File: src/rtl/snn_pkg.sv
// ============================================================================
//  Module   : snn_pkg
//  Brief    : Shared neuron state encoding and width helper for the IF layer.
//  Revision : 1.0 - initial release
// ============================================================================
`default_nettype none

package snn_pkg;

  typedef enum logic [1:0] {
    ST_INTEG  = 2'd0,
    ST_HOLD   = 2'd1,
    ST_REFRAC = 2'd2
  } neuron_state_e;

  // Width able to hold 0..max_val, never narrower than one bit.
  function automatic int cnt_width(input int max_val);
    int w;
    w = $clog2(max_val + 1);
    return (w < 1) ? 1 : w;
  endfunction

endpackage

`default_nettype wire

File: src/rtl/weighted_spike_sum.sv
// ============================================================================
//  Module   : weighted_spike_sum
//  Brief    : Combinational sum of the weights whose presynaptic spike is set.
//  Revision : 1.0 - initial release
// ============================================================================
`default_nettype none

module weighted_spike_sum #(
  parameter  int NUM_INPUTS = 4,
  parameter  int WEIGHT_W   = 8,
  localparam int SUM_W      = WEIGHT_W + $clog2(NUM_INPUTS + 1)
) (
  input  logic [NUM_INPUTS-1:0]          spike_in,
  input  logic [NUM_INPUTS*WEIGHT_W-1:0] weights,
  output logic [SUM_W-1:0]               sum
);

  always_comb begin
    sum = '0;
    for (int i = 0; i < NUM_INPUTS; i++) begin
      if (spike_in[i]) begin
        sum = sum + SUM_W'(weights[i*WEIGHT_W +: WEIGHT_W]);
      end
    end
  end

endmodule

`default_nettype wire

File: src/rtl/if_neuron.sv
// ============================================================================
//  Module   : if_neuron
//  Brief    : Integrate-and-fire neuron with saturating potential, post-spike
//             hold until controller reset, and a refractory window.
//  Revision : 1.0 - initial release
// ============================================================================
`default_nettype none

module if_neuron
  import snn_pkg::*;
#(
  parameter int NUM_INPUTS = 4,
  parameter int WEIGHT_W   = 8,
  parameter int POT_W      = 16,
  parameter int THRESH     = 100,
  parameter int REFRAC     = 5
) (
  input  logic                           clk,
  input  logic                           rst,
  input  logic [NUM_INPUTS-1:0]          spike_in,
  input  logic [NUM_INPUTS*WEIGHT_W-1:0] weights,
  input  logic                           neuron_rst,
  output logic                           spike_out,
  output logic [POT_W-1:0]               mem_pot,
  output logic                           refrac
);

  localparam int SUM_W = WEIGHT_W + $clog2(NUM_INPUTS + 1);
  localparam int EXT_W = ((POT_W > SUM_W) ? POT_W : SUM_W) + 1;
  localparam int CNT_W = cnt_width(REFRAC);

  localparam logic [POT_W-1:0] POT_MAX    = '1;
  localparam logic [CNT_W-1:0] CNT_LOAD   = CNT_W'(REFRAC);
  localparam logic [EXT_W-1:0] THRESH_EXT = EXT_W'(THRESH);

  neuron_state_e    state_q, state_d;
  logic [CNT_W-1:0] cnt_q, cnt_d;
  logic [POT_W-1:0] mem_pot_q, mem_pot_d;
  logic             spike_out_q, spike_out_d;

  logic [SUM_W-1:0] w_sum;
  logic [EXT_W-1:0] w_pot_ext;
  logic [POT_W-1:0] w_v_next;
  logic             w_fire;

  weighted_spike_sum #(
    .NUM_INPUTS (NUM_INPUTS),
    .WEIGHT_W   (WEIGHT_W)
  ) u_sum (
    .spike_in (spike_in),
    .weights  (weights),
    .sum      (w_sum)
  );

  // Extended add so neither operand can wrap before the saturation check.
  assign w_pot_ext = EXT_W'(mem_pot_q) + EXT_W'(w_sum);
  assign w_v_next  = (w_pot_ext > EXT_W'(POT_MAX)) ? POT_MAX : w_pot_ext[POT_W-1:0];
  assign w_fire    = EXT_W'(w_v_next) >= THRESH_EXT;

  always_comb begin
    state_d     = state_q;
    cnt_d       = cnt_q;
    mem_pot_d   = mem_pot_q;
    spike_out_d = 1'b0;
    if (neuron_rst) begin
      mem_pot_d = '0;
      if (REFRAC > 0) begin
        state_d = ST_REFRAC;
        cnt_d   = CNT_LOAD;
      end else begin
        state_d = ST_INTEG;
      end
    end else begin
      case (state_q)
        ST_INTEG: begin
          mem_pot_d = w_v_next;
          if (w_fire) begin
            spike_out_d = 1'b1;
            state_d     = ST_HOLD;
          end
        end
        ST_HOLD: begin
          state_d = ST_HOLD;
        end
        ST_REFRAC: begin
          if (cnt_q == CNT_W'(1)) begin
            state_d = ST_INTEG;
            cnt_d   = '0;
          end else begin
            cnt_d = cnt_q - CNT_W'(1);
          end
        end
        default: state_d = ST_INTEG;
      endcase
    end
  end

  always_ff @(posedge clk or posedge rst) begin
    if (rst) begin
      state_q     <= ST_INTEG;
      cnt_q       <= '0;
      mem_pot_q   <= '0;
      spike_out_q <= 1'b0;
    end else begin
      state_q     <= state_d;
      cnt_q       <= cnt_d;
      mem_pot_q   <= mem_pot_d;
      spike_out_q <= spike_out_d;
    end
  end

  assign spike_out = spike_out_q;
  assign mem_pot   = mem_pot_q;
  assign refrac    = (state_q != ST_INTEG);

endmodule

`default_nettype wire

File: config.mk
export PLATFORM = sky130hd
export DESIGN_NAME = if_neuron
export DESIGN_NICKNAME = d
export VERILOG_FILES = /design/src/rtl/snn_pkg.sv /design/src/rtl/weighted_spike_sum.sv /design/src/rtl/if_neuron.sv
export SDC_FILE = /design/constraint.sdc
export NUM_CORES = 1
export LEC_CHECK = 0
export BUFFER_PORTS_ARGS = -buffer_cell sky130_fd_sc_hd__buf_2
export CORE_MARGIN = 3
export CORE_UTILIZATION = 35
export CTS_CLUSTER_SIZE = 10
export DETAILED_ROUTE_END_ITERATION = 8
export PLACE_DENSITY = 0.5
export SLEW_MARGIN = 20
export SYNTH_ARGS = -nofsm -noshare
export SYNTH_HDL_FRONTEND = slang
export SYNTH_HIERARCHICAL = 1
export SYNTH_SLANG_ARGS = --single-unit
File: constraint.sdc
create_clock -name clk -period 3.7 [get_ports clk]
set_clock_uncertainty 0.2 [all_clocks]
set_input_delay 0.185 -clock clk [delete_from_list [all_inputs] [get_ports clk]]
set_output_delay 0.185 -clock clk [all_outputs]
set_load 0.02 [all_outputs]
Yosys cells after proc, flatten, opt, wreduce, memory -nomap -nowiden
Index checks and enable logic that the tools add are counted.
{"block": "word_totals", "ff_bits": 22, "word_cells": 38}
{"block": "classes", "n_addsub": 5, "magnitude_cmp": 2, "n_eq_ne": 5, "muxes": 17, "reduce_logical": 5}
{"operator": "two-way mux 16 bit", "count": 3}
{"operator": "two-way mux 11 bit", "count": 3}
{"operator": "adder 11 x 8 -> 11 bit", "count": 2}
{"operator": "adder 16 x 11 -> 17 bit", "count": 1}
{"operator": "> comparator 17 x 16 -> 1 bit, second input constant", "count": 1}
{"operator": ">= comparator 16 x 7 -> 1 bit, second input constant", "count": 1}
{"operator": "adder 8 x 8 -> 9 bit", "count": 1}
{"operator": "two-way mux 3 bit", "count": 3}
{"operator": "two-way mux 8 bit", "count": 1}
{"operator": "two-way mux 2 bit", "count": 3}
{"operator": "inequality test 3 bit, second input constant", "count": 2}
{"operator": "case mux 2 bit (3 select lines)", "count": 1}
{"operator": "nonzero test 2 bit", "count": 3}
{"operator": "== test 3 x 1 -> 1 bit, second input constant", "count": 1}
{"operator": "two-way mux 1 bit", "count": 3}
{"operator": "subtractor 3 x 1 -> 3 bit, second input constant", "count": 1}
{"operator": "== test 2 x 1 -> 1 bit, second input constant", "count": 1}
{"operator": "== test 2 bit, second input constant", "count": 1}
{"operator": "zero test 2 bit", "count": 1}
{"operator": "AND reduction 2 bit", "count": 1}

Logic depth before layout (Yosys ltp)
Gate-level depths: netlist of the first run.
{"block": "logic_depth", "word_depth": 14, "ltp_mapped": 31}

Hierarchy
Netlist of the first run, hierarchy kept.
{"module": "if_neuron", "n_inst": 1, "cells_per_inst": 197, "area_per_inst_um2": 1676.6, "seq_area_each_um2": 550.5}
{"module": "weighted_spike_sum", "n_inst": 1, "cells_per_inst": 203, "area_per_inst_um2": 1473.9, "seq_area_each_um2": 0.0}

Worst setup path before layout of the first run
Ideal clock, no wire load.
{"block": "synth_timing", "kind": "input -> register", "start": "in weights[0]", "end": "reg state_q[0]", "setup_ns": 0.143, "t_arrival_ns": 5.343, "required_ns": 3.357, "slack_ns": -1.987, "path_stages": 28, "n_path_buf": 0, "path_cell_list": "and2_1 > ha_1 > inv_1 > fa_1 > and3b_1 > o22a_1 > xnor2_1 > a21oi_1 > ha_1 > o21a_1 > o31a_1 > a211oi_1 > or2_2 > ha_1 > o21a_1 > o21ai_0 > o21bai_1 > nand3b_1 > o21ai_0 > a211o_1 > ha_1 > and3_1 > a221o_1 > nand3_1 > a311oi_1 > xor2_1 > nor4_1 > a311oi_1"}
{"block": "synth_via", "elab_chain_len": 13}
{"element": "from (decl)", "line": "if_neuron.sv:21", "text": "input logic [NUM_INPUTS*WEIGHT_W-1:0] weights,"}
{"element": "two-way mux 8 bit *", "line": "weighted_spike_sum.sv:21", "text": "if (spike_in[i]) begin"}
{"element": "adder 8 x 8 -> 9 bit", "line": "weighted_spike_sum.sv:22", "text": "sum = sum + SUM_W'(weights[i*WEIGHT_W +: WEIGHT_W]);"}
{"element": "two-way mux 11 bit *", "line": "weighted_spike_sum.sv:21"}
{"element": "adder 11 x 8 -> 11 bit", "line": "weighted_spike_sum.sv:22"}
{"element": "two-way mux 11 bit *", "line": "weighted_spike_sum.sv:21"}
{"element": "adder 11 x 8 -> 11 bit", "line": "weighted_spike_sum.sv:22"}
{"element": "two-way mux 11 bit *", "line": "weighted_spike_sum.sv:21"}
{"element": "via w_sum[7]", "line": "if_neuron.sv:41", "text": "logic [SUM_W-1:0] w_sum;"}
{"element": "adder 16 x 11 -> 17 bit *", "line": "if_neuron.sv:56", "text": "assign w_pot_ext = EXT_W'(mem_pot_q) + EXT_W'(w_sum);"}
{"element": "> comparator 17 x 16 -> 1 bit", "line": "if_neuron.sv:57", "text": "assign w_v_next = (w_pot_ext > EXT_W'(POT_MAX)) ? POT_MAX : w_pot_ext[POT_W-1:0];"}
{"element": "two-way mux 16 bit *", "line": "if_neuron.sv:57"}
{"element": ">= comparator 16 x 7 -> 1 bit *", "line": "if_neuron.sv:58", "text": "assign w_fire = EXT_W'(w_v_next) >= THRESH_EXT;"}
{"element": "inequality test 3 bit (no line) *"}
{"element": "AND reduction 2 bit (no line) *"}
{"element": "to (signal assigned)", "line": "if_neuron.sv:105", "text": "state_q <= state_d;"}
{"element": "to (decl)", "line": "if_neuron.sv:36", "text": "neuron_state_e state_q, state_d;"}
Mark *: on every way through the listed nets, which the timed path passes. The rest lies on a longest branch.
A chain may end at the register's enable or synchronous reset.

Worst setup path in the final report of the first run
{"block": "layout_timing", "start": "in spike_in[0]", "end": "reg state_q[0]"}
{"block": "layout_via", "elab_chain_len": 13}
{"element": "from (decl)", "line": "if_neuron.sv:20", "text": "input logic [NUM_INPUTS-1:0] spike_in,"}
{"element": "two-way mux 8 bit *", "line": "weighted_spike_sum.sv:21"}
{"element": "adder 8 x 8 -> 9 bit", "line": "weighted_spike_sum.sv:22"}
{"element": "two-way mux 11 bit *", "line": "weighted_spike_sum.sv:21"}
{"element": "adder 11 x 8 -> 11 bit", "line": "weighted_spike_sum.sv:22"}
{"element": "two-way mux 11 bit *", "line": "weighted_spike_sum.sv:21"}
{"element": "adder 11 x 8 -> 11 bit", "line": "weighted_spike_sum.sv:22"}
{"element": "two-way mux 11 bit *", "line": "weighted_spike_sum.sv:21"}
{"element": "via w_sum[7]", "line": "if_neuron.sv:41"}
{"element": "adder 16 x 11 -> 17 bit *", "line": "if_neuron.sv:56"}
{"element": "> comparator 17 x 16 -> 1 bit", "line": "if_neuron.sv:57"}
{"element": "two-way mux 16 bit *", "line": "if_neuron.sv:57"}
{"element": ">= comparator 16 x 7 -> 1 bit *", "line": "if_neuron.sv:58"}
{"element": "inequality test 3 bit (no line) *"}
{"element": "AND reduction 2 bit (no line) *"}
Marks and branches as above.

==> out/qor.json, run 1 <==
{
  "clocking": {
    "cts-htree-levels": 1,
    "cts_inserted_buffers": 3,
    "clockBufferDepth": 2,
    "cts.clk_slew.worst_paths_ps": 90,
    "root_buffer": "sky130_fd_sc_hd__clkbuf_8",
    "worst_skew_pair.late_latency_ps": 270,
    "cts_tree": "built",
    "clock_sinks": 22
  },
  "finish": {
    "area_growth_syn_to_layout_pct": 57.0,
    "drive_gt1_share_pct": 45.3,
    "insertedDiodeCount": 0,
    "final_common_cell": "sky130_fd_sc_hd__buf_4",
    "fin_nets": 656,
    "design_area_um2": 4950,
    "top_library_cells_by_usage_in_the_layout_fill_and_taps_aside": "sky130_fd_sc_hd__buf_4 (124), sky130_fd_sc_hd__buf_2 (55), sky130_fd_sc_hd__nor2_1 (34)",
    "final_cells": 681
  },
  "route": {
    "totalWireLength_mm": 9.75,
    "routed_vias": 3543,
    "final_antenna_net_count": 0,
    "drc_errors": 0,
    "routed_wire_length_per_instance_um": 14.3,
    "vias_per_inst": 5.20,
    "drt_pre_antenna_iters": 4,
    "drt_iter0_drcs": 145
  },
  "worst_setup_path": {
    "cp-end-kind": "flip-flop",
    "category_of_the_critical_setup_timing_path": "in -> reg",
    "cpMaxStageDelayCell": "sky130_fd_sc_hd__ha_1",
    "timing.critical_path.from_type": "primary input",
    "most_frequent_cp_cell": "sky130_fd_sc_hd__ha_4",
    "worst-endpoint-required_ps": 3640,
    "critical_path.max_stage_delay_ps": 370,
    "crit_path_max_fanout": 6,
    "arrival_ps": 5360
  },
  "sta": {
    "final_number_of_hold_violating_endpoints": 0,
    "slew_viol_final": 0,
    "final_clock_period_utilization_by_the_worst_path_pct": 146,
    "relSlewSlack_pct": 43.6,
    "worst_setup_slack_after_layout_ps": -1720,
    "finalCriticalPeriod_ps": 5420,
    "timing.setup.tns_ps": -28510,
    "setup_repair_after_global_routing_missed_its_margin": "true",
    "worstMarginPinSlew_ps": 845,
    "fmax_mhz": 185,
    "timing.final.setup_violations": 18
  },
  "floorplan": {
    "ioPinCount": 57,
    "coreArea_um2": 8460,
    "die_width_um": 101,
    "fp.dieArea_um2": 10200,
    "placementRows": 33,
    "floorplan.initialDensity_pct": 37.2,
    "die_height_um": 101
  },
  "power_and_ir_drop": {
    "leakage_power_nw": 2.41,
    "seqPwrFrac_pct": 15.5,
    "power_frac_clock_pct": 9.2,
    "cell_internal_pwr_mw": 1.42,
    "power.share.switching_pct": 43.2,
    "peakVddDrop_mv": 0.386,
    "power.combinational.fraction_pct": 75.3,
    "power_density_nw_per_um2": 506,
    "switchingPower_mw": 1.08
  },
  "global_routing": {
    "grt_use_total_pct": 19.4,
    "initial_antenna_violation_count": 0,
    "grt_overflow": 0,
    "grt_pass1_vias": 3422,
    "largest_net_degree_at_the_start_of_global_routing": 23,
    "first_pass_grt_wire_length_mm": 16.2
  },
  "logic_synthesis": {
    "post_synth_instance_area_um2": 3150,
    "syn_nets": 479,
    "async_reset_ff_share_pct": 100,
    "synth_flop_cell": "sky130_fd_sc_hd__dfrtp_1",
    "synthesis.area_per_instance_um2": 7.88,
    "yosys_register_bits": 22,
    "syn_inst": 400,
    "post_synth_edffs": 0,
    "number_of_distinct_library_cells_after_synthesis": 71,
    "seq_area_frac_synth_pct": 17.5,
    "ys_warn_count": 6
  },
  "place": {
    "routability_congestion_estimate_from_global_placement": 0.815,
    "detailed_place.area_um2": 4500,
    "post-dp-hpwl_mm": 7.72,
    "worst_setup_timing_slack_at_the_placement_stage_ps": -2180,
    "io_buffers": 56,
    "placedCellCount": 655
  },
  "min_path": {
    "worstHoldPathType": "in -> reg"
  },
  "status": {
    "run_status": "complete, but fails checks",
    "violations_in_the_final_reports": "setup timing"
  },
  "flow_run": {
    "cap_viol_max_count": 0
  }
}
[sequential cells by signal, summed over array words and instances (netlist names)]
register   flops
state_q        2
mem_pot       16
cnt_q          3
spike_out      1
[power groups by stage]
stage / clock, mW / combinational [mW] / sequential, mW
floorplan: 0 / 1.00 / 0.424
global placement: 0 / 1.72 / 0.383
detailed placement: 0 / 1.73 / 0.385
CTS: 0.240 / 1.81 / 0.384
global route: 0.245 / 2.09 / 0.399
finish: 0.230 / 1.89 / 0.388
[cell usage after synthesis (all sizes together) (6+ instances only)]
library cell,number,area [um^2]
dfrtp,22,551
xor2,6,52.6
mux2,7,78.8
nand3,6,30.0
a21o,16,120
nand2,32,120
ha,36,450
xnor2,13,114
a21oi,25,125
clkbuf,9,35.0
nor2,40,153
or2,6,37.5
a211oi,13,97.6
o22ai,8,50.1
inv,23,86.3
a211o,6,53.8
o21a,7,52.6
nor3,23,120
o21ai,19,95.1
[what timing repair did]
item,4_1_cts,5_1_grt
endpoints found under the hold margin,22,0
endpoints found under the setup margin,18,18
hold buffers,1,0
setup buffers,15,6
resized for setup,19,26
pin swaps,31,26
[path summary, 6_finish.rpt]
check / from / depth (start not counted) / slack [ps] / end
setup / recovery: spike_in[0] / 29 / -1720 / state_q[0]
hold / removal: neuron_rst / 2 / 140 / mem_pot[15]
setup reg to reg: mem_pot[0] / 11 / 760 / state_q[0]
hold reg to reg: state_q[1] / 1 / 290 / state_q[0]
max in group asynchronous: rst / 3 / 2350 / mem_pot[0]
min in group asynchronous: rst / 3 / 420 / mem_pot[7]
[cell families after synthesis]
logic type                 count (synthesis)  share of synthesized area, %
and+or+nand+nor                          139                          21.6
AOI/OAI and AO/OA                        134                          30.9
adders and majority gates                 41                          17.2
buffers and inverters                     36                          4.41
DFF                                       22                          17.5
xor gates and xnor gates                  19                          5.28
muxes                                      9                          3.14
[metrics by stage]
stage | util (%) | hold slack (ps) | total power [mW]
5_1_grt | 58.4 | 162 | 2.73
6_report | 58.4 | 140 | 2.50
3_3_place_gp | 53.1 | 202 | 2.10
3_5_place_dp | 53.1 | 201 | 2.12
4_1_cts | 56.5 | 129 | 2.44
2_1_floorplan | - | -25.8 | 1.43
[cell type report]
type	instances	area, um^2
tap	105	131
timing repair buffer	185	1280
fill	765	3520
clock buffer	3	41.3
clock inverter	1	30.0
sequential	22	551
inverter	23	86.3
multi-input combinational	342	2820
[per-layer routing]
layer / vias to the layer above / part of all wire, % / global-route usage, %
met2: 52 / 46 / 31.5
met4: 0 / 0.082 / 0.933
met5: - / 0 / 0
li1: 1844 / - / -
met1: 1645 / 51 / 29.0
met3: 2 / 3.0 / 1.94
[worst max-delay path, delay by kind of cell]
family                   cells  cell delay (ps)
buffers and inverters        2              120
XOR/XNOR                     2              290
adder cells (fa/ha/maj)      5             1350
AND/OR/NAND/NOR              7             1300
AO/OA/AOI/OAI               13             2120
Note: power is estimated with default switching activity, not from simulation.
==> run 2: changes to the inputs <==
- RECOVER_POWER: not set -> 25
==> run 2 against run 1 <==
Against the previous run:
- the run still ends with setup timing left
- clock power about the same
- clock-buffer cell count unchanged
- combinational power about the same
- hold slack about the same
- design area decreased by 0.28%
- power decreased by 0.42%
- sequential power about the same
- die area unchanged
- register-to-register slack about the same
==> out/qor.json, run 2 (synthesized netlist as in run 1, its figures left out) <==
{
  "finish": {
    "final_common_cell": {"value": "sky130_fd_sc_hd__buf_4", "change": "unchanged"},
    "top_library_cells_by_usage_in_the_layout_fill_and_taps_aside": {"value": "sky130_fd_sc_hd__buf_4 (124), sky130_fd_sc_hd__buf_2 (44), sky130_fd_sc_hd__nor2_1 (34)", "change": "was sky130_fd_sc_hd__buf_4 (124), sky130_fd_sc_hd__buf_2 (55), sky130_fd_sc_hd__nor2_1 (34)"},
    "final_cells": {"value": 681, "change": "unchanged"},
    "fin_nets": {"value": 656, "change": "unchanged"},
    "insertedDiodeCount": {"value": 0, "change": "unchanged"},
    "area_growth_syn_to_layout": {"value": 56.6, "unit": "%", "change": "was 57.0%"},
    "drive_gt1_share": {"value": 43.4, "unit": "%", "change": "was 45.3%"},
    "largest_register_ffs": {"value": 16, "change": "unchanged"}
  },
  "place": {
    "worst_setup_timing_slack_at_the_placement_stage": {"value": -2180, "unit": "ps", "change": "unchanged"},
    "routability_congestion_estimate_from_global_placement": {"value": 0.815, "change": "unchanged"},
    "post-dp-hpwl": {"value": 7.72, "unit": "mm", "change": "unchanged"},
    "io_buffers": {"value": 56, "change": "unchanged"},
    "placedCellCount": {"value": 655, "change": "unchanged"}
  },
  "clocking": {
    "cts.clk_slew.worst_paths": {"value": 90, "unit": "ps", "change": "about the same"},
    "clock_sinks": {"value": 22, "change": "unchanged"},
    "root_buffer": {"value": "sky130_fd_sc_hd__clkbuf_8", "change": "unchanged"},
    "cts_inserted_buffers": {"value": 3, "change": "unchanged"},
    "cts_tree": {"value": "built", "change": "unchanged"},
    "clockBufferDepth": {"value": 2, "change": "unchanged"},
    "worst_skew_pair.late_latency": {"value": 270, "unit": "ps", "change": "about the same"},
    "cts-htree-levels": {"value": 1, "change": "unchanged"}
  },
  "global_routing": {
    "grt_overflow": {"value": 0, "change": "unchanged"},
    "grt_use_total": {"value": 19.4, "unit": "%", "change": "unchanged"},
    "largest_net_degree_at_the_start_of_global_routing": {"value": 23, "change": "unchanged"},
    "initial_antenna_violation_count": {"value": 0, "change": "unchanged"},
    "first_pass_grt_wire_length": {"value": 16.2, "unit": "mm", "change": "unchanged"},
    "grt_pass1_vias": {"value": 3422, "change": "unchanged"}
  },
  "route": {
    "vias_per_inst": {"value": 5.21, "change": "was 5.20"},
    "drt_pre_antenna_iters": {"value": 4, "change": "unchanged"},
    "drt_iter0_drcs": {"value": 146, "change": "was 145"},
    "final_antenna_net_count": {"value": 0, "change": "unchanged"},
    "totalWireLength": {"value": 9.76, "unit": "mm", "change": "was 9.75 mm"},
    "routed_vias": {"value": 3545, "change": "was 3,543"},
    "drc_errors": {"value": 0, "change": "unchanged"},
    "routed_wire_length_per_instance": {"value": 14.3, "unit": "um", "change": "about the same"}
  },
  "power_and_ir_drop": {
    "leakage_power": {"value": 2.36, "unit": "nW", "change": "was 2.41 nW"},
    "switchingPower": {"value": 1.08, "unit": "mW", "change": "about the same"},
    "peakVddDrop": {"value": 0.380, "unit": "mV", "change": "was 0.386 mV"},
    "power_frac_clock": {"value": 9.2, "unit": "%", "change": "about the same"},
    "cell_internal_pwr": {"value": 1.41, "unit": "mW", "change": "was 1.42 mW"},
    "total_design_power": {"value": 2.49, "unit": "mW", "change": "was 2.50 mW"},
    "power.combinational.fraction": {"value": 75.2, "unit": "%", "change": "was 75.3%"},
    "power_density": {"value": 506, "unit": "nW/um^2", "change": "about the same"},
    "power.share.switching": {"value": 43.4, "unit": "%", "change": "was 43.2%"},
    "seqPwrFrac": {"value": 15.6, "unit": "%", "change": "was 15.5%"}
  },
  "min_path": {
    "timing.hold.worst_path_depth": {"value": 2, "change": "unchanged"},
    "holdCritStartpoint": {"value": "neuron_rst", "change": "unchanged"},
    "worstHoldPathType": {"value": "in -> reg", "change": "unchanged"},
    "holdPathEnd": {"value": "mem_pot[15]", "change": "unchanged"}
  },
  "worst_setup_path": {
    "worst-endpoint-required": {"value": 3640, "unit": "ps", "change": "about the same"},
    "cpMaxStageDelayCell": {"value": "sky130_fd_sc_hd__ha_1", "change": "unchanged"},
    "worst-r2r-setup-slack": {"value": 760, "unit": "ps", "change": "about the same"},
    "reg2reg_depth": {"value": 11, "change": "unchanged"},
    "arrival": {"value": 5360, "unit": "ps", "change": "about the same"},
    "crit_path_max_fanout": {"value": 6, "change": "unchanged"},
    "critical_path_buf_inv_count": {"value": 2, "change": "unchanged"},
    "timing.critical_path.from_type": {"value": "primary input", "change": "unchanged"},
    "cpLargestDelayFamily": {"value": "compound AO/OA/AOI/OAI gates", "change": "unchanged"},
    "critical_path.max_stage_delay": {"value": 370, "unit": "ps", "change": "about the same"},
    "worst_r2r_endpoint": {"value": "state_q[0]", "change": "unchanged"},
    "cp-end-kind": {"value": "flip-flop", "change": "unchanged"},
    "category_of_the_critical_setup_timing_path": {"value": "in -> reg", "change": "unchanged"},
    "reg2reg_from": {"value": "mem_pot[0]", "change": "unchanged"},
    "most_frequent_cp_cell": {"value": "sky130_fd_sc_hd__ha_4", "change": "unchanged"}
  },
  "sta": {
    "timing.setup.tns": {"value": -28500, "unit": "ps", "change": "was -28,510 ps"},
    "slew_viol_final": {"value": 0, "change": "unchanged"},
    "worstMarginPinSlew": {"value": 845, "unit": "ps", "change": "about the same"},
    "worst_setup_slack_after_layout": {"value": -1720, "unit": "ps", "change": "about the same"},
    "final_number_of_hold_violating_endpoints": {"value": 0, "change": "unchanged"},
    "timing.final.setup_violations": {"value": 18, "change": "unchanged"},
    "final_clock_period_utilization_by_the_worst_path": {"value": 146, "unit": "%", "change": "about the same"},
    "relSlewSlack": {"value": 43.6, "unit": "%", "change": "about the same"},
    "setup_repair_after_global_routing_missed_its_margin": {"value": "true", "change": "unchanged"},
    "fmax": {"value": 185, "unit": "MHz", "change": "about the same"},
    "finalCriticalPeriod": {"value": 5420, "unit": "ps", "change": "about the same"},
    "whs": {"value": 140, "unit": "ps", "change": "about the same"}
  },
  "floorplan": {
    "fp.dieArea": {"value": 10200, "unit": "um^2", "change": "unchanged"},
    "die_width": {"value": 101, "unit": "um", "change": "unchanged"},
    "placementRows": {"value": 33, "change": "unchanged"},
    "die_height": {"value": 101, "unit": "um", "change": "unchanged"},
    "floorplan.initialDensity": {"value": 37.2, "unit": "%", "change": "unchanged"},
    "ioPinCount": {"value": 57, "change": "unchanged"},
    "coreArea": {"value": 8460, "unit": "um^2", "change": "unchanged"}
  },
  "flow_run": {
    "cap_viol_max_count": {"value": 0, "change": "unchanged"}
  },
  "status": {
    "run_status": {"value": "complete, but fails checks", "change": "unchanged"},
    "violations_in_the_final_reports": {"value": "setup timing", "change": "unchanged"}
  }
}
[run 2: metrics by stage]
stage	util, %	area, um^2
2_1_floorplan	-	3320
5_1_grt	58.3	4930
3_5_place_dp	53.1	4500
6_report	58.3	4930
4_1_cts	56.5	4780
3_3_place_gp	53.1	4500
[run 2: worst max path at each step]
stage           startpoint  slack (ps)  depth (start not counted)    endpoint
2_1_floorplan   weights[0]       -1630                         28  state_q[0]
3_3_place_gp   spike_in[0]       -2050                         30  state_q[0]
4_1_cts        spike_in[0]       -1740                         29  state_q[0]
5_1_grt        spike_in[0]       -2050                         28  state_q[0]
3_5_place_dp   spike_in[0]       -2180                         29  state_q[0]
6_report       spike_in[0]       -1720                         29  state_q[0]
[run 2: what timing repair did]
action,in CTS,in global routing
gates resized for setup,19,26
setup buffers,15,6
setup endpoints to repair,18,18
endpoints found under the hold margin,22,0
pin swaps,31,26
hold buffers,1,0
[run 2: power groups by stage]
stage | sequential (mW) | combinational, mW | clock, mW
finish | 0.389 | 1.87 | 0.230
global route | 0.401 | 2.08 | 0.245
CTS | 0.384 | 1.81 | 0.240
detailed placement | 0.385 | 1.73 | 0
global placement | 0.383 | 1.72 | 0
floorplan | 0.424 | 1.00 | 0
[run 2: final cells by class]
class	instances	area, um^2
Inverter	23	86.3
Fill cell	771	3530
Sequential cell	22	551
Tap cell	105	131
Multi-Input combinational cell	342	2820
Timing Repair Buffer	185	1270
Clock buffer	3	41.3
Clock inverter	1	30.0
[run 2: layer usage]
metal | part of all wire (%) | track usage [%]
met1 | 51 | 29.0
met2 | 46 | 31.5
met3 | 3.2 | 1.94
met4 | 0.082 | 0.933
met5 | 0 | 0
==> run 3: changes to the inputs <==
- SKIP_CTS_REPAIR_TIMING: not set -> 1
- SYNTH_HIERARCHICAL: 1 -> not set
==> run 3 against run 2 <==
Against the previous run:
- the run still ends with setup timing left
- core utilization decreased by 3.0 points
- first-iteration DRC count is 57% lower
- largest power group unchanged
- combinational power rose by 20%
- critical path depth unchanged
- highest routed layer unchanged
- final cell count grew 0.29%
- global-route usage decreased by 1.3 points
- register-to-register slack improved by 170 ps
- non-clock buffer count fell by 20
==> out/qor.json, run 3 <==
{
  "global_routing": {
    "grt_overflow": {"value": 0, "change": "unchanged"},
    "first_pass_grt_wire_length": {"value": 15.4, "unit": "mm", "change": "was 16.2 mm"},
    "largest_net_degree_at_the_start_of_global_routing": {"value": 23, "change": "unchanged"},
    "grt_use_total": {"value": 18.1, "unit": "%", "change": "was 19.4%"},
    "initial_antenna_violation_count": {"value": 0, "change": "unchanged"},
    "grt_pass1_vias": {"value": 3534, "change": "was 3,422"}
  },
  "logic_synthesis": {
    "synth_flop_cell": {"value": "sky130_fd_sc_hd__dfrtp_1", "change": "unchanged"},
    "syn_nets": {"value": 501, "change": "was 479"},
    "post-synth-top-count-cell": {"value": "sky130_fd_sc_hd__nor2_1", "change": "unchanged"},
    "syn_inst": {"value": 422, "change": "was 400"},
    "synthesis.area_per_instance": {"value": 7.60, "unit": "um^2", "change": "was 7.88 um^2"},
    "post_synth_edffs": {"value": 0, "change": "unchanged"},
    "async_reset_ff_share": {"value": 100, "unit": "%", "change": "unchanged"},
    "synth_top_area_share": {"value": 17.2, "unit": "%", "change": "was 17.5%"},
    "yosys_register_bits": {"value": 22, "change": "unchanged"},
    "yosysTopAreaCell": {"value": "sky130_fd_sc_hd__dfrtp_1", "change": "unchanged"},
    "synth_top_cells_by_count": {"value": "sky130_fd_sc_hd__nor2_1 (41), sky130_fd_sc_hd__ha_1 (36), sky130_fd_sc_hd__nand2_1 (33)", "change": "was sky130_fd_sc_hd__nor2_1 (39), sky130_fd_sc_hd__ha_1 (36), sky130_fd_sc_hd__nand2_1 (32)"},
    "post_synth_instance_area": {"value": 3210, "unit": "um^2", "change": "was 3150 um^2"},
    "ys_warn_count": {"value": 0, "change": "was 6"},
    "seq_area_frac_synth": {"value": 17.2, "unit": "%", "change": "was 17.5%"},
    "number_of_distinct_library_cells_after_synthesis": {"value": 67, "change": "was 71"},
    "post_synth_main_area_contributors": {"value": "sky130_fd_sc_hd__dfrtp_1 (17%), sky130_fd_sc_hd__ha_1 (14%), sky130_fd_sc_hd__nor3_1 (5.0%)", "change": "was sky130_fd_sc_hd__dfrtp_1 (17%), sky130_fd_sc_hd__ha_1 (14%), sky130_fd_sc_hd__nor2_1 (4.6%)"}
  },
  "sta": {
    "setup_repair_after_global_routing_missed_its_margin": {"value": "true", "change": "unchanged"},
    "finalCriticalPeriod": {"value": 5990, "unit": "ps", "change": "was 5420 ps"},
    "timing.final.setup_violations": {"value": 18, "change": "unchanged"},
    "final_number_of_hold_violating_endpoints": {"value": 0, "change": "unchanged"},
    "slew_viol_final": {"value": 0, "change": "unchanged"},
    "timing.setup.tns": {"value": -38730, "unit": "ps", "change": "was -28,500 ps"},
    "worstMarginPinSlew": {"value": 881, "unit": "ps", "change": "was 845 ps"},
    "final_clock_period_utilization_by_the_worst_path": {"value": 162, "unit": "%", "change": "was 146%"},
    "worst_setup_slack_after_layout": {"value": -2290, "unit": "ps", "change": "was -1720 ps"},
    "relSlewSlack": {"value": 41.2, "unit": "%", "change": "was 43.6%"},
    "fmax": {"value": 167, "unit": "MHz", "change": "was 185 MHz"}
  },
  "route": {
    "totalWireLength": {"value": 9.59, "unit": "mm", "change": "was 9.76 mm"},
    "drt_pre_antenna_iters": {"value": 4, "change": "unchanged"},
    "final_antenna_net_count": {"value": 0, "change": "unchanged"},
    "routed_vias": {"value": 3614, "change": "was 3,545"},
    "drt_iter0_drcs": {"value": 63, "change": "was 146"},
    "vias_per_inst": {"value": 5.29, "change": "was 5.21"},
    "routed_wire_length_per_instance": {"value": 14.0, "unit": "um", "change": "was 14.3 um"},
    "drc_errors": {"value": 0, "change": "unchanged"}
  },
  "clocking": {
    "clock_sinks": {"value": 22, "change": "unchanged"},
    "cts-htree-levels": {"value": 1, "change": "unchanged"},
    "worst_skew_pair.late_latency": {"value": 270, "unit": "ps", "change": "about the same"},
    "cts.clk_slew.worst_paths": {"value": 80, "unit": "ps", "change": "was 90 ps"},
    "root_buffer": {"value": "sky130_fd_sc_hd__clkbuf_8", "change": "unchanged"},
    "clockBufferDepth": {"value": 2, "change": "unchanged"},
    "cts_inserted_buffers": {"value": 3, "change": "unchanged"},
    "cts_tree": {"value": "built", "change": "unchanged"}
  },
  "place": {
    "routability_congestion_estimate_from_global_placement": {"value": 0.895, "change": "was 0.815"},
    "worst_setup_timing_slack_at_the_placement_stage": {"value": -2600, "unit": "ps", "change": "was -2180 ps"},
    "placedCellCount": {"value": 672, "change": "was 655"},
    "io_buffers": {"value": 56, "change": "unchanged"},
    "post-dp-hpwl": {"value": 7.75, "unit": "mm", "change": "was 7.72 mm"}
  },
  "finish": {
    "finish.utilization": {"value": 55.2, "unit": "%", "change": "was 58.3%"},
    "largest_register_ffs": {"value": 16, "change": "unchanged"},
    "multiInputGateArea": {"value": 2890, "unit": "um^2", "change": "was 2820 um^2"},
    "top_library_cells_by_usage_in_the_layout_fill_and_taps_aside": {"value": "sky130_fd_sc_hd__buf_4 (107), sky130_fd_sc_hd__buf_2 (43), sky130_fd_sc_hd__nor2_1 (41)", "change": "was sky130_fd_sc_hd__buf_4 (124), sky130_fd_sc_hd__buf_2 (44), sky130_fd_sc_hd__nor2_1 (34)"},
    "final_cells": {"value": 683, "change": "was 681"},
    "final_common_cell": {"value": "sky130_fd_sc_hd__buf_4", "change": "unchanged"},
    "drive_gt1_share": {"value": 41.7, "unit": "%", "change": "was 43.4%"},
    "area_growth_syn_to_layout": {"value": 51.7, "unit": "%", "change": "was 56.6%"},
    "final.fill_count": {"value": 840, "change": "was 771"},
    "fin_nets": {"value": 655, "change": "was 656"},
    "insertedDiodeCount": {"value": 0, "change": "unchanged"},
    "register_area": {"value": 551, "unit": "um^2", "change": "unchanged"}
  },
  "worst_setup_path": {
    "crit_path_max_fanout": {"value": 6, "change": "unchanged"},
    "category_of_the_critical_setup_timing_path": {"value": "in -> reg", "change": "unchanged"},
    "arrival": {"value": 5910, "unit": "ps", "change": "was 5360 ps"},
    "critical_path.max_stage_delay": {"value": 430, "unit": "ps", "change": "was 370 ps"},
    "timing.critical_path.from_type": {"value": "primary input", "change": "unchanged"},
    "cpMaxStageDelayCell": {"value": "sky130_fd_sc_hd__fa_2", "change": "was sky130_fd_sc_hd__ha_1"},
    "reg2reg_from": {"value": "mem_pot[0]", "change": "unchanged"},
    "crit_path_start": {"value": "weights[0]", "change": "was spike_in[0]"},
    "cp-end-kind": {"value": "flip-flop", "change": "unchanged"},
    "worst-endpoint-required": {"value": 3620, "unit": "ps", "change": "was 3640 ps"}
  },
  "floorplan": {
    "die_width": {"value": 102, "unit": "um", "change": "was 101 um"},
    "placementRows": {"value": 34, "change": "was 33"},
    "die_height": {"value": 102, "unit": "um", "change": "was 101 um"},
    "fp.dieArea": {"value": 10300, "unit": "um^2", "change": "was 10,200 um^2"},
    "coreArea": {"value": 8810, "unit": "um^2", "change": "was 8460 um^2"},
    "ioPinCount": {"value": 57, "change": "unchanged"},
    "floorplan.initialDensity": {"value": 36.4, "unit": "%", "change": "was 37.2%"}
  },
  "flow_run": {
    "cap_viol_max_count": {"value": 0, "change": "unchanged"}
  },
  "power_and_ir_drop": {
    "power_density": {"value": 588, "unit": "nW/um^2", "change": "was 506 nW/um^2"},
    "leakage_power": {"value": 2.28, "unit": "nW", "change": "was 2.36 nW"},
    "total_design_power": {"value": 2.86, "unit": "mW", "change": "was 2.49 mW"},
    "peakVddDrop": {"value": 0.501, "unit": "mV", "change": "was 0.380 mV"}
  },
  "min_path": {
    "worstHoldPathType": {"value": "in -> reg", "change": "unchanged"},
    "holdCritStartpoint": {"value": "neuron_rst", "change": "unchanged"}
  },
  "status": {
    "run_status": {"value": "complete, but fails checks", "change": "unchanged"},
    "violations_in_the_final_reports": {"value": "setup timing", "change": "unchanged"}
  }
}
==> run 3: routing by layer <==
metal,share of wire [%],track usage [%],routed length (um),vias up
met5,0,0,0,-
met1,44,20.9,4230,1697
li1,-,-,-,1843
met4,1.5,4.70,142,0
met3,2.2,1.03,207,13
met2,52,35.5,5020,61
==> run 3: path summary, 6_finish.rpt <==
check	endpoint	slack, ps	cells past startpoint
max in group asynchronous	mem_pot[7]	2320	3
worst max-delay path	spike_out	-2290	29
worst min-delay path	mem_pot[12]	140	2
worst min register to register	state_q[0]	280	1
min in group asynchronous	mem_pot[0]	440	3
worst max register to register	spike_out	930	11
==> run 3: logic make-up after synthesis <==
logic type / Yosys count / synth area share, %
AOI/OAI and AO/OA: 113 / 23.7
xor gates and xnor gates: 21 / 5.74
adders and majority gates: 42 / 17.2
buffers and inverters: 45 / 5.70
DFF: 22 / 17.2
muxes: 17 / 5.58
and+or+nand+nor: 162 / 24.9
==> run 3: critical path, delay by kind of cell <==
family                   cells  cell delay [ps]
AO/OA/AOI/OAI               11             1520
XOR/XNOR                     2              260
adder cells (fa/ha/maj)      6             1980
buffers and inverters        2              240
multiplexers                 1              180
AND/OR/NAND/NOR              7             1520
==> run 3: area by class of cell <==
class | instances | share of cell area [%]
clock buffers | 3 | 0.849
inverters | 29 | 2.24
repair buffers | 165 | 22.7
flip-flops and latches | 22 | 11.3
well taps | 108 | 2.78
multi-input cells | 355 | 59.5
clock inverters | 1 | 0.617
==> run 3: through the flow <==
step	area (um^2)	hold slack (ps)
2_1_floorplan	3390	-25.8
3_3_place_gp	4470	211
3_5_place_dp	4470	210
4_1_cts	4540	-87.1
5_1_grt	4860	169
6_report	4860	138
==> run 3: power by group <==
group | switching [mW] | internal [mW]
registers | 0.0747 | 0.312
clock network | 0.0842 | 0.145
logic | 1.14 | 1.11
